**src/rtl/csa_acc_pkg.sv**
```systemverilog
// csa_acc_pkg
// Shared definitions for the carry-save frame accumulator:
//   - acc_state_e : controller states (ACCUM, RESOLVE, DONE)
//   - DEF_W       : default operand width
//   - DEF_ACC_W   : default accumulator / result width
//   - maj3        : single-bit majority, i.e. the carry of a full adder
package csa_acc_pkg;

   typedef enum logic [1:0] {
      ACCUM   = 2'd0,
      RESOLVE = 2'd1,
      DONE    = 2'd2
   } acc_state_e;

   localparam int DEF_W     = 4;
   localparam int DEF_ACC_W = 8;

   // Majority of three bits; this is the carry-out of a full adder.
   function automatic logic maj3(input logic a, input logic b, input logic c);
      return (a & b) | (a & c) | (b & c);
   endfunction

endpackage

```
**src/rtl/csa_row.sv**
```systemverilog
// csa_row
// Combinational N-bit 3:2 compressor row, built from N independent full adders.
// The carry vector is returned unshifted: cy[i] carries weight 2^(i+1), so the
// caller must shift it left before using it as an operand.
// Ports:
//   a, b, c : in  [N-1:0] the three addends
//   s       : out [N-1:0] bitwise sum (a ^ b ^ c)
//   cy      : out [N-1:0] bitwise majority (the carries, unshifted)
module csa_row
   import csa_acc_pkg::*;
#(
   parameter int N = DEF_ACC_W
) (
   input  logic [N-1:0] a,
   input  logic [N-1:0] b,
   input  logic [N-1:0] c,
   output logic [N-1:0] s,
   output logic [N-1:0] cy
);

   // One full adder per bit position; no carry ripples between positions.
   always_comb begin
      s  = a ^ b ^ c;
      cy = '0;
      for (int i = 0; i < N; i++) begin
         cy[i] = maj3(a[i], b[i], c[i]);
      end
   end

endmodule

```
**src/rtl/csa_accumulator.sv**
```systemverilog
// csa_accumulator
// Streaming multi-operand accumulator. Each accepted beat is folded into a
// redundant (sum, carry) pair with one 3:2 compression. On the last beat of a
// frame the pair is resolved to binary by a bit-serial ripple (one bit per
// clock), then the result is presented on an output handshake.
// Build option: define CSA_ACC_SAT_EN to saturate out_sum to all ones whenever
// out_ov is set; otherwise out_sum is the total modulo 2^ACC_W.
// Ports:
//   clk, rst_n            : clock, asynchronous active-low reset
//   in_valid / in_ready   : operand handshake
//   in_data [W-1:0]       : unsigned operand (zero-extended to ACC_W)
//   in_last               : marks the final beat of a frame
//   out_valid / out_ready : result handshake
//   out_sum [ACC_W-1:0]   : frame total (wrapped, or saturated if enabled)
//   out_ov                : frame total exceeded 2^ACC_W-1
module csa_accumulator
   import csa_acc_pkg::*;
#(
   parameter int W     = DEF_W,
   parameter int ACC_W = DEF_ACC_W
) (
   input  logic             clk,
   input  logic             rst_n,
   input  logic             in_valid,
   output logic             in_ready,
   input  logic [W-1:0]     in_data,
   input  logic             in_last,
   output logic             out_valid,
   input  logic             out_ready,
   output logic [ACC_W-1:0] out_sum,
   output logic             out_ov
);

   localparam int IDX_W = (ACC_W > 1) ? $clog2(ACC_W) : 1;

   acc_state_e       state_q, state_d;
   logic [ACC_W-1:0] s_q, s_d;
   logic [ACC_W-1:0] c_q, c_d;
   logic [IDX_W-1:0] idx_q, idx_d;
   logic             cy_q, cy_d;
   logic [ACC_W-1:0] res_q, res_d;
   logic             ov_q, ov_d;

   logic [ACC_W-1:0] x;
   logic [ACC_W-1:0] row_s;
   logic [ACC_W-1:0] row_cy;
   logic             beat_acc;
   logic             out_hs;
   logic             last_bit;
   logic             fa_s;
   logic             fa_c;

   assign x        = ACC_W'(in_data);
   assign beat_acc = in_valid & in_ready;
   assign out_hs   = out_valid & out_ready;
   assign last_bit = (idx_q == IDX_W'(ACC_W - 1));

   csa_row #(.N(ACC_W)) u_row (
      .a  (s_q),
      .b  (c_q),
      .c  (x),
      .s  (row_s),
      .cy (row_cy)
   );

   // Single-bit full adder for the serial resolve of bit idx_q.
   always_comb begin
      fa_s = s_q[idx_q] ^ c_q[idx_q] ^ cy_q;
      fa_c = maj3(s_q[idx_q], c_q[idx_q], cy_q);
   end

   // All state, cleared asynchronously so an abort leaves nothing behind.
   always_ff @(posedge clk or negedge rst_n) begin
      if (!rst_n) begin
         state_q <= ACCUM;
         s_q     <= '0;
         c_q     <= '0;
         idx_q   <= '0;
         cy_q    <= 1'b0;
         res_q   <= '0;
         ov_q    <= 1'b0;
      end else begin
         state_q <= state_d;
         s_q     <= s_d;
         c_q     <= c_d;
         idx_q   <= idx_d;
         cy_q    <= cy_d;
         res_q   <= res_d;
         ov_q    <= ov_d;
      end
   end

   // Next-state logic for the frame controller.
   always_comb begin
      state_d = state_q;
      case (state_q)
         ACCUM:   if (beat_acc && in_last) state_d = RESOLVE;
         RESOLVE: if (last_bit)            state_d = DONE;
         DONE:    if (out_hs)              state_d = ACCUM;
         default:                          state_d = ACCUM;
      endcase
   end

   // Handshake outputs decoded from the state; out_sum optionally saturates.
   always_comb begin
      in_ready  = (state_q == ACCUM);
      out_valid = (state_q == DONE);
      out_ov    = ov_q;
`ifdef CSA_ACC_SAT_EN
      out_sum   = ov_q ? '1 : res_q;
`else
      out_sum   = res_q;
`endif
   end

   // Datapath: compress each beat into (S, C); then ripple S + C one bit per
   // cycle into the result. The top carry of each compression has weight
   // 2^ACC_W, so it is dropped from C and only recorded in the sticky flag.
   always_comb begin
      s_d   = s_q;
      c_d   = c_q;
      idx_d = idx_q;
      cy_d  = cy_q;
      res_d = res_q;
      ov_d  = ov_q;
      case (state_q)
         ACCUM: begin
            if (beat_acc) begin
               s_d = row_s;
               c_d = row_cy << 1;
               if (row_cy[ACC_W-1]) ov_d = 1'b1;
               if (in_last) begin
                  idx_d = '0;
                  cy_d  = 1'b0;
               end
            end
         end
         RESOLVE: begin
            res_d[idx_q] = fa_s;
            cy_d         = fa_c;
            idx_d        = idx_q + IDX_W'(1);
            if (last_bit) ov_d = ov_q | fa_c;
         end
         DONE: begin
            if (out_hs) begin
               s_d  = '0;
               c_d  = '0;
               ov_d = 1'b0;
            end
         end
         default: ;
      endcase
   end

endmodule
```
**config.mk**
```make
export PLATFORM = sky130hd
export DESIGN_NAME = csa_accumulator
export DESIGN_NICKNAME = d
export VERILOG_FILES = /design/src/rtl/csa_acc_pkg.sv /design/src/rtl/csa_row.sv /design/src/rtl/csa_accumulator.sv
export SDC_FILE = /design/constraint.sdc
export NUM_CORES = 1
export LEC_CHECK = 0
export CORE_MARGIN = 10
export CORE_UTILIZATION = 40
export DETAILED_ROUTE_END_ITERATION = 10
export DONT_BUFFER_PORTS = 1
export PLACE_DENSITY_LB_ADDON = 0.12
export REMOVE_ABC_BUFFERS = 1
export SLEW_MARGIN = 40
export SYNTH_ARGS = -nofsm -noshare
export SYNTH_HDL_FRONTEND = slang
export SYNTH_HIERARCHICAL = 1
export SYNTH_SLANG_ARGS = --single-unit
```
**constraint.sdc**
```tcl
create_clock -name clk -period 6.9 [get_ports clk]
set_input_delay 1.725 -clock clk [delete_from_list [all_inputs] [get_ports clk]]
set_output_delay 1.725 -clock clk [all_outputs]
set_load 0.03 [all_outputs]
```
==> results.txt, run 1 <==
Hold Crit Start: cy_q
Die width: 82.6 um
Worst Clk Skew: 0.00590 ns
Commonest non-fill, non-tap cell in the layout: dfrtp_1
Area contributors post-synth: dfrtp_1, fa_1, a22o_1, mux2_2, mux4_2
DRC Markers: 0
Hold path endpoint: cy_q
Final non-filler cell total: 168
Status: finished clean
Vias per cell: 5.48
F_max: 0.321 GHz
Clock Pin Slew Worst Setup and Hold Paths: 0.06 ns
Final WS setup: 3.78 ns
CP top delay family: simple AND/OR/NAND/NOR gates
Detailed Place HPWL: 2160 um
CTS sink count: 30
Mean routed wirelength per cell: 17.6 um
Cells after DPL: 161
Worst r2r path cells: 4
Worst Hold Depth: 1
Global placement routability congestion: 0.717
Register area share after synthesis: 47.8%
NumNets Final: 140
Syn_area_per_cell: 13.3 sq um
Cell Area, Synth: 1570 sq um
Synth Warn #: 6
Slew Limit Headroom: 52.9%
Clock Tree Buf Depth: 2
Row count: 22
CP bufs+invs: 0
ANT cells: 0
WL final: 2970 um
Final Hold Fails: 0
RR Startpoint: idx_q[0]
Initial antenna violation count: 0
Pin count of the biggest net entering global routing: 31
Area growth, synth to finish: 5.90%
Worst hold path class: register to register
Cell area after layout: 1660 sq um
EDFF count, synth: 0
GRT Resource Usage Total: 9.85%
# setup viols final: 0
Startpoint Class: register
Final ANT Viol Nets: 0
1st-pass router iterations: 4
WP data arrival: 1.39 ns
Most frequent cells in the layout: dfrtp_1, a22o_1, fa_1
Crit-path max FO: 9
Worst-Skew Late Latency: 0.28 ns
Synth cell types: 31
Setup Buffers After CTS: 0
Worst reg2reg endpoint: out_sum[4]
Worst path cell trace: nor2b_1
Fill count: 353
CTS tree: yes
FF+latch count, synth: 30
Share of the synthesized area in the top cell type: 47.8%
RSZ-0062 raised after global routing: no
Die ar.: 6830 sq um
Setup TNS Final: 0 ns
Initial DRC count: 53
Hold_buf cts: 0
Initial Util: 42.2%
Top Ports: 20
Critical setup path kind: register to output port
Die Ht: 82.6 um
Max-slew violations: 0
H-tree levels: 2
First-pass GRT wire length: 4970 um
WP data required: 5.18 ns
Vias in the first global route: 947
Num CTS Buffers: 5
Total power: 0.849 mW
Least-Margin Pin Slew: 0.705 ns
Max_cap viols: 0
Layout cells sized above 1: 13.3%
Dominant cell type by area after synthesis: dfrtp_1
Final min period: 3.12 ns
CP max-delay cell: nor2b_1
Flop2flop setup slack: 4.43 ns
Worst setup EP type: output port
Root Buffer: clkbuf_8
Pwr dens: 511 nW/um^2
Total grt overflow: 0
Slowest cell delay on critical path: 0.62 ns
Pre-CTS setup slack: 4.08 ns
Synth Flop Type: dfrtp_1
Post-synth ARST share: 100%
Port Buf Inserts: 0
Routed via count: 920
Resized Gates After CTS: 0
Placed inst area: 1590 sq um
Core area: 3720 sq um
Final period utilization: 45.2%
Maximum VDD drop: 0.189 mV
Lkg Pwr: 0.740 nW
Mapped Cells: 118
## sequential cells by signal (all words and copies together) (netlist names)
register / flops
out_sum: 8
s_q: 8
c_q: 7
idx_q: 3
state_q: 2
cy_q: 1
out_ov: 1
## cells in the mapped netlist, types with 2 or more instances
| library cell | count |
|---|---|
| mux4_2 | 2 |
| ha_1 | 2 |
| mux2_2 | 7 |
| fa_1 | 9 |
| dfrtp_1 | 30 |
| nand2_1 | 2 |
| a22o_1 | 19 |
| buf_6 | 2 |
| mux2_1 | 3 |
| nand3b_1 | 3 |
| inv_1 | 2 |
| a21o_1 | 2 |
| nor2b_1 | 2 |
| mux2i_1 | 4 |
| a21oi_1 | 2 |
| buf_2 | 5 |
| nor2_1 | 4 |
| nor3_1 | 2 |
| nand3_1 | 4 |
## layer usage
metal  global-route usage, %  wire length (um)  vias up
met3                    5.62               288        4
li1                        -                 -      425
met1                    12.8              1390      470
met4                    4.01                44        0
met5                       0                 0        -
met2                    13.1              1240       21
## per-stage QoR
step	hold slack, ns	util [%]
global placement	0.518	42.7
floorplan	0.500	-
detailed placement	0.518	42.7
finish	0.528	44.7
CTS	0.537	44.7
global route	0.581	44.7
## cell type report
| class | instances | area, sq um | share of cell area [%] |
|---|---|---|---|
| multi-input cells | 81 | 767 | 46.2 |
| well taps | 48 | 60.1 | 3.61 |
| flip-flops and latches | 30 | 751 | 45.2 |
| clock buffers | 7 | 76.3 | 4.59 |
| inverters | 2 | 7.51 | 0.452 |
## worst max path at each step
stage / to / slack (ns) / from / cells after the start
2_1_floorplan: out_valid / 4.17 / state_q[1] / 1
3_3_place_gp: out_valid / 4.10 / state_q[1] / 1
3_5_place_dp: out_valid / 4.08 / state_q[1] / 1
4_1_cts: out_valid / 3.77 / state_q[1] / 1
5_1_grt: out_valid / 3.69 / state_q[1] / 1
6_report: out_valid / 3.78 / state_q[1] / 1
## power breakdown
group	internal, mW	switching [mW]	total, mW	leakage, nW
Clock	0.0692	0.0608	0.130	0.0383
Sequential	0.254	0.155	0.409	0.375
Combinational	0.172	0.138	0.310	0.327
## logic make-up after synthesis
kind of cell	Yosys count	synth area share (%)
multiplexers	16	12.6
flip-flops	30	47.8
adder cells (fa/ha/maj)	11	13.1
buffers and inverters	11	4.23
AO/OA/AOI/OAI	26	13.6
other	1	0.239
AND/OR/NAND/NOR	23	8.37
Power figures use the tool's default switching activity.
==> run 2, diff against run 1 <==
==> constraint.sdc (replaced) <==
create_clock -name clk -period 2.5 [get_ports clk]
set_input_delay 0.625 -clock clk [delete_from_list [all_inputs] [get_ports clk]]
set_output_delay 0.625 -clock clk [all_outputs]
set_load 0.03 [all_outputs]
==> run 2 against run 1 <==
  * Clock-buffer cell count unchanged
  * Sequential share of layout area down 1.0 points
  * Final cell count is 2.4% higher
  * Clock skew grew 0.0035 ns
  * Utilization up 1.0 points
  * Die area unchanged
  * Sequential cell count unchanged
  * Register-to-register slack got worse by 4.2 ns
  * Critical endpoint is now out_sum[4]
  * Largest power group unchanged
==> results.txt, run 2 (synthesis results as in run 1) <==
Vias in the first global route: 995
Worst Clk Skew: 0.00940 ns
Startpoint Class: register
WP data arrival: 2.44 ns
Core area: 3720 sq um
ANT cells: 0
Switching Share: 41.1%
Num CTS Buffers: 5
CTS tree: yes
Slowest cell delay on critical path: 0.56 ns
Status: finished clean
WP data required: 2.67 ns
Root Buffer: clkbuf_8
Initial Util: 42.2%
Clock Tree Buf Depth: 2
Internal power: 1.43 mW
Die Ht: 82.6 um
Area growth, synth to finish: 8.29%
RSZ-0062 raised after global routing: no
Worst path cell trace: mux4_2 -> mux2_2 -> fa_1 -> mux2_1
Worst setup EP type: register
Vias per cell: 5.61
WL final: 3040 um
Top Ports: 20
Row count: 22
Routed via count: 965
Initial antenna violation count: 0
Port Buf Inserts: 0
Worst hold path class: input pin to async pin
Die ar.: 6830 sq um
Maximum VDD drop: 0.583 mV
Final Hold Fails: 0
Commonest non-fill, non-tap cell in the layout: dfrtp_1
Fill count: 346
Power share of the clock group: 16.6%
Clock Pin Slew Worst Setup and Hold Paths: 0.07 ns
Least-Margin Pin Slew: 0.707 ns
F_max: 0.441 GHz
Hold_buf cts: 0
Setup Buffers After CTS: 0
Resized Gates After CTS: 0
DRC Markers: 0
1st-pass router iterations: 4
Max_cap viols: 0
Layout cells sized above 1: 16.9%
Pin count of the biggest net entering global routing: 31
Seq pwr share: 45.3%
# setup viols final: 0
Lkg Pwr: 0.765 nW
Comb power frac: 38.2%
CP max-delay cell: fa_1
Setup TNS Final: 0 ns
Initial DRC count: 77
H-tree levels: 2
Storage cell area: 751 sq um
Mean routed wirelength per cell: 17.7 um
Most frequent cells in the layout: dfrtp_1, a22o_1, fa_1
Final min period: 2.27 ns
Total grt overflow: 0
Pre-CTS setup slack: 0.240 ns
NumNets Final: 143
Final ANT Viol Nets: 0
Pwr dens: 1430 nW/um^2
Crit-path max FO: 8
GRT Resource Usage Total: 10.1%
Final WS setup: 0.230 ns
CTS sink count: 30
Global placement routability congestion: 0.731
Slew Limit Headroom: 52.8%
Psw: 1.00 mW
Critical setup path kind: register to register
Detailed Place HPWL: 2210 um
Max-slew violations: 0
Area occupied by multi-input gates: 767 sq um
Die width: 82.6 um
First-pass GRT wire length: 5050 um
Final period utilization: 90.8%
Worst-Skew Late Latency: 0.29 ns
## run 2: cell count changes in the layout (fill, tap and decap cells not counted), sizes merged
cell    previous run  this run
buf                0         3
clkinv             0         1
## run 2: cell type report
class | instances | share of cell area (%)
multi-input combinational | 81 | 45.1
sequential | 30 | 44.2
clock buffer | 7 | 5.08
tap | 48 | 3.53
timing repair buffer | 3 | 1.33
inverter | 2 | 0.442
clock inverter | 1 | 0.295
## run 2: worst paths after layout
kind / start / end / slack (ns) / cells past startpoint
worst max-delay path: idx_q[0] / out_sum[4] / 0.23 / 4
worst min-delay path: rst_n / out_ov / 0.03 / 0
worst max register to register: idx_q[0] / out_sum[4] / 0.23 / 4
worst min register to register: cy_q / cy_q / 0.54 / 1
max in group asynchronous: rst_n / s_q[6] / 2.39 / 0
min in group clk: out_ready / out_ov / 0.42 / 1
## run 2: layer usage
metal / wire, um / track usage (%) / vias to the layer above
met3: 307 / 5.62 / 7
met1: 1370 / 12.3 / 495
li1: - / - / 436
met2: 1290 / 13.8 / 27
met5: 0 / 0 / -
met4: 68 / 5.52 / 0
## run 2: worst max-delay path, delay by kind of cell (launching register included)
family,cells,cell delay [ns]
DFF,1,0.45
adders and majority gates,1,0.56
muxes,3,1.15
## run 2: power groups by stage
stage / registers, mW / logic, mW / clock network [mW]
after global placement: 1.11 / 0.890 / 0
after global routing: 1.15 / 1.04 / 0.449
after detailed placement: 1.12 / 0.924 / 0
after CTS: 1.11 / 0.935 / 0.418
after floorplan: 1.05 / 0.709 / 0
final: 1.10 / 0.928 / 0.403
## run 2: per-stage QoR
step | utilization (%) | hold WS, ns | area [sq um] | instances | power [mW]
after floorplan | - | 0.329 | 1530 | 113 | 1.76
after global placement | 43.3 | 0.330 | 1610 | 164 | 2.00
after detailed placement | 43.3 | 0.330 | 1610 | 164 | 2.05
after CTS | 45.7 | 0.0138 | 1700 | 172 | 2.47
after global routing | 45.7 | 0.00232 | 1700 | 172 | 2.64
final | 45.7 | 0.0268 | 1700 | 172 | 2.43
==> run 3, diff against run 2 <==
--- a/config.mk
+++ b/config.mk
@@ -14,5 +14,4 @@
 export SLEW_MARGIN = 40
 export SYNTH_ARGS = -nofsm -noshare
 export SYNTH_HDL_FRONTEND = slang
-export SYNTH_HIERARCHICAL = 1
 export SYNTH_SLANG_ARGS = --single-unit
==> run 3 against run 2 <==
  * Die area is 0.48% lower
  * Critical path depth stayed put
  * Final area is 2.0% lower
  * Register-to-register slack worse by 0.08 ns
  * Final cell count is 2.3% lower
  * Worst setup slack worse by 0.084 ns
  * Largest power group unchanged
  * Highest routed layer unchanged
==> results.txt, run 3 <==
Setup Buffers After CTS: 0
Cell area after layout: 1670 sq um
Startpoint Class: register
Final period utilization: 94.2%
DRC Markers: 0
Count leader, synth: dfrtp_1
Setup TNS Final: 0 ns
Post-synth ARST share: 100%
Max-slew violations: 0
Pin count of the biggest net entering global routing: 31
Worst r2r path cells: 4
Num CTS Buffers: 5
Lkg Pwr: 0.771 nW
Crit path from: idx_q[0]
CTS sink count: 30
Post-layout util: 44.8%
Simple-gate share of the synthesized area: 5.86%
WHS: 0.0238 ns
Worst Clk Skew: 0.00907 ns
Commonest non-fill, non-tap cell in the layout: dfrtp_1
Dominant cell type by area after synthesis: dfrtp_1
Worst-Skew Late Latency: 0.29 ns
Register area share after synthesis: 48.2%
Mean routed wirelength per cell: 18.5 um
Die width: 82.4 um
Resized Gates After CTS: 0
RR Startpoint: idx_q[0]
Critical setup path kind: register to register
Crit-path max FO: 8
RSZ-0062 raised after global routing: no
Core area: 3720 sq um
Global placement routability congestion: 0.748
Least-Margin Pin Slew: 0.667 ns
Top Ports: 20
F_max: 0.425 GHz
Synth Flop Type: dfrtp_1
Root Buffer: clkbuf_8
Vias per cell: 5.65
Hold_buf cts: 0
GRT Resource Usage Total: 10.2%
WP data arrival: 2.53 ns
H-tree levels: 2
# setup viols final: 0
Worst reg2reg endpoint: out_sum[1]
WP data required: 2.68 ns
EDFF count, synth: 0
Final Hold Fails: 0
Total grt overflow: 0
Share of the synthesized area in the top cell type: 48.2%
Cell Area, Synth: 1560 sq um
Syn_area_per_cell: 12.9 sq um
Final min period: 2.35 ns
Vias in the first global route: 1029
Flop2flop setup slack: 0.15 ns
Slew Limit Headroom: 55.4%
WL final: 3110 um
Die ar.: 6790 sq um
Port Buf Inserts: 0
Status: finished clean
Detailed Place HPWL: 2210 um
Routed via count: 950
Pwr dens: 1370 nW/um^2
Most frequent cells in the layout: dfrtp_1, a22o_1, o21ai_0
Die Ht: 82.4 um
Setup crit end: out_sum[1]
Clock Pin Slew Worst Setup and Hold Paths: 0.07 ns
Commonest cells post-synth: dfrtp_1, a22o_1, o21ai_0
Synth Warn #: 0
Worst hold path class: input pin to async pin
Synth Area in Compound Gates: 20.8%
Worst setup EP type: register
Mux contribution to synthesized area: 8.27%
Layout cells sized above 1: 15.0%
Area contributors post-synth: dfrtp_1, a22o_1, ha_1, fa_1, mux4_2
Total power: 2.29 mW
Initial DRC count: 53
Initial antenna violation count: 0
Placed inst area: 1560 sq um
1st-pass router iterations: 4
Clock Tree Buf Depth: 2
Post-synthesis adder-cell area fraction: 10.8%
Synth Area in XOR/XNOR: 0%
Initial Util: 42.0%
NumNets Final: 139
Final ANT Viol Nets: 0
CTS tree: yes
Maximum VDD drop: 0.604 mV
Fill count: 356
Synth cell types: 30
Main combinational cell family by area after synthesis: compound AO/OA/AOI/OAI gates
ANT cells: 0
Row count: 22
Area growth, synth to finish: 6.82%
FF+latch count, synth: 30
Max_cap viols: 0
First-pass GRT wire length: 5290 um
Mapped Cells: 121
-- run 3: layer usage --
layer	track usage (%)	part of all wire [%]	up-vias
met4	5.27	1.9	0
met1	12.6	45	476
met2	15.2	47	17
met3	3.89	5.8	8
met5	0	0	-
li1	-	-	449
-- run 3: critical path: stages, from the launching register on --
cell	delay (ns)
dfrtp_1	0.52
mux4_2	0.55
mux2i_1	0.23
fa_1	0.58
o41ai_1	0.36
-- run 3: worst min-delay path by stage --
stage / startpoint / end / slack, ns / depth (start not counted)
after global placement: rst_n / out_sum[3] / 0.33 / 0
after detailed placement: rst_n / out_sum[3] / 0.33 / 0
after floorplan: rst_n / c_q[1] / 0.33 / 0
after CTS: rst_n / out_sum[3] / 0.02 / 0
after global routing: rst_n / out_sum[6] / 0.009 / 0
final: rst_n / out_sum[6] / 0.02 / 0
-- run 3: metrics by stage --
stage | setup WS [ns] | instances
3_5_place_dp | 0.144 | 160
4_1_cts | 0.129 | 168
6_report | 0.146 | 168
2_1_floorplan | 0.317 | 109
3_3_place_gp | 0.300 | 160
5_1_grt | 0.000680 | 168
-- run 3: area by class of cell --
cell class              count  area, sq um  share of cell area (%)
clock buffers               5         68.8                    4.13
clock inverters             3         40.0                    2.40
inverters                   3         11.3                   0.676
multi-input cells          76          712                    42.7
flip-flops and latches     30          751                    45.1
well taps                  48         60.1                    3.61
repair buffers              3         22.5                    1.35
-- run 3: logic make-up after synthesis --
logic type | Yosys count
muxes | 9
buffers and inverters | 15
AOI/OAI and AO/OA | 40
and+or+nand+nor | 16
DFF | 30
adders and majority gates | 11
-- run 3: where the power goes --
group	internal, mW	switching [mW]
clock network	0.293	0.190
logic	0.388	0.442
registers	0.661	0.314
total	1.34	0.946
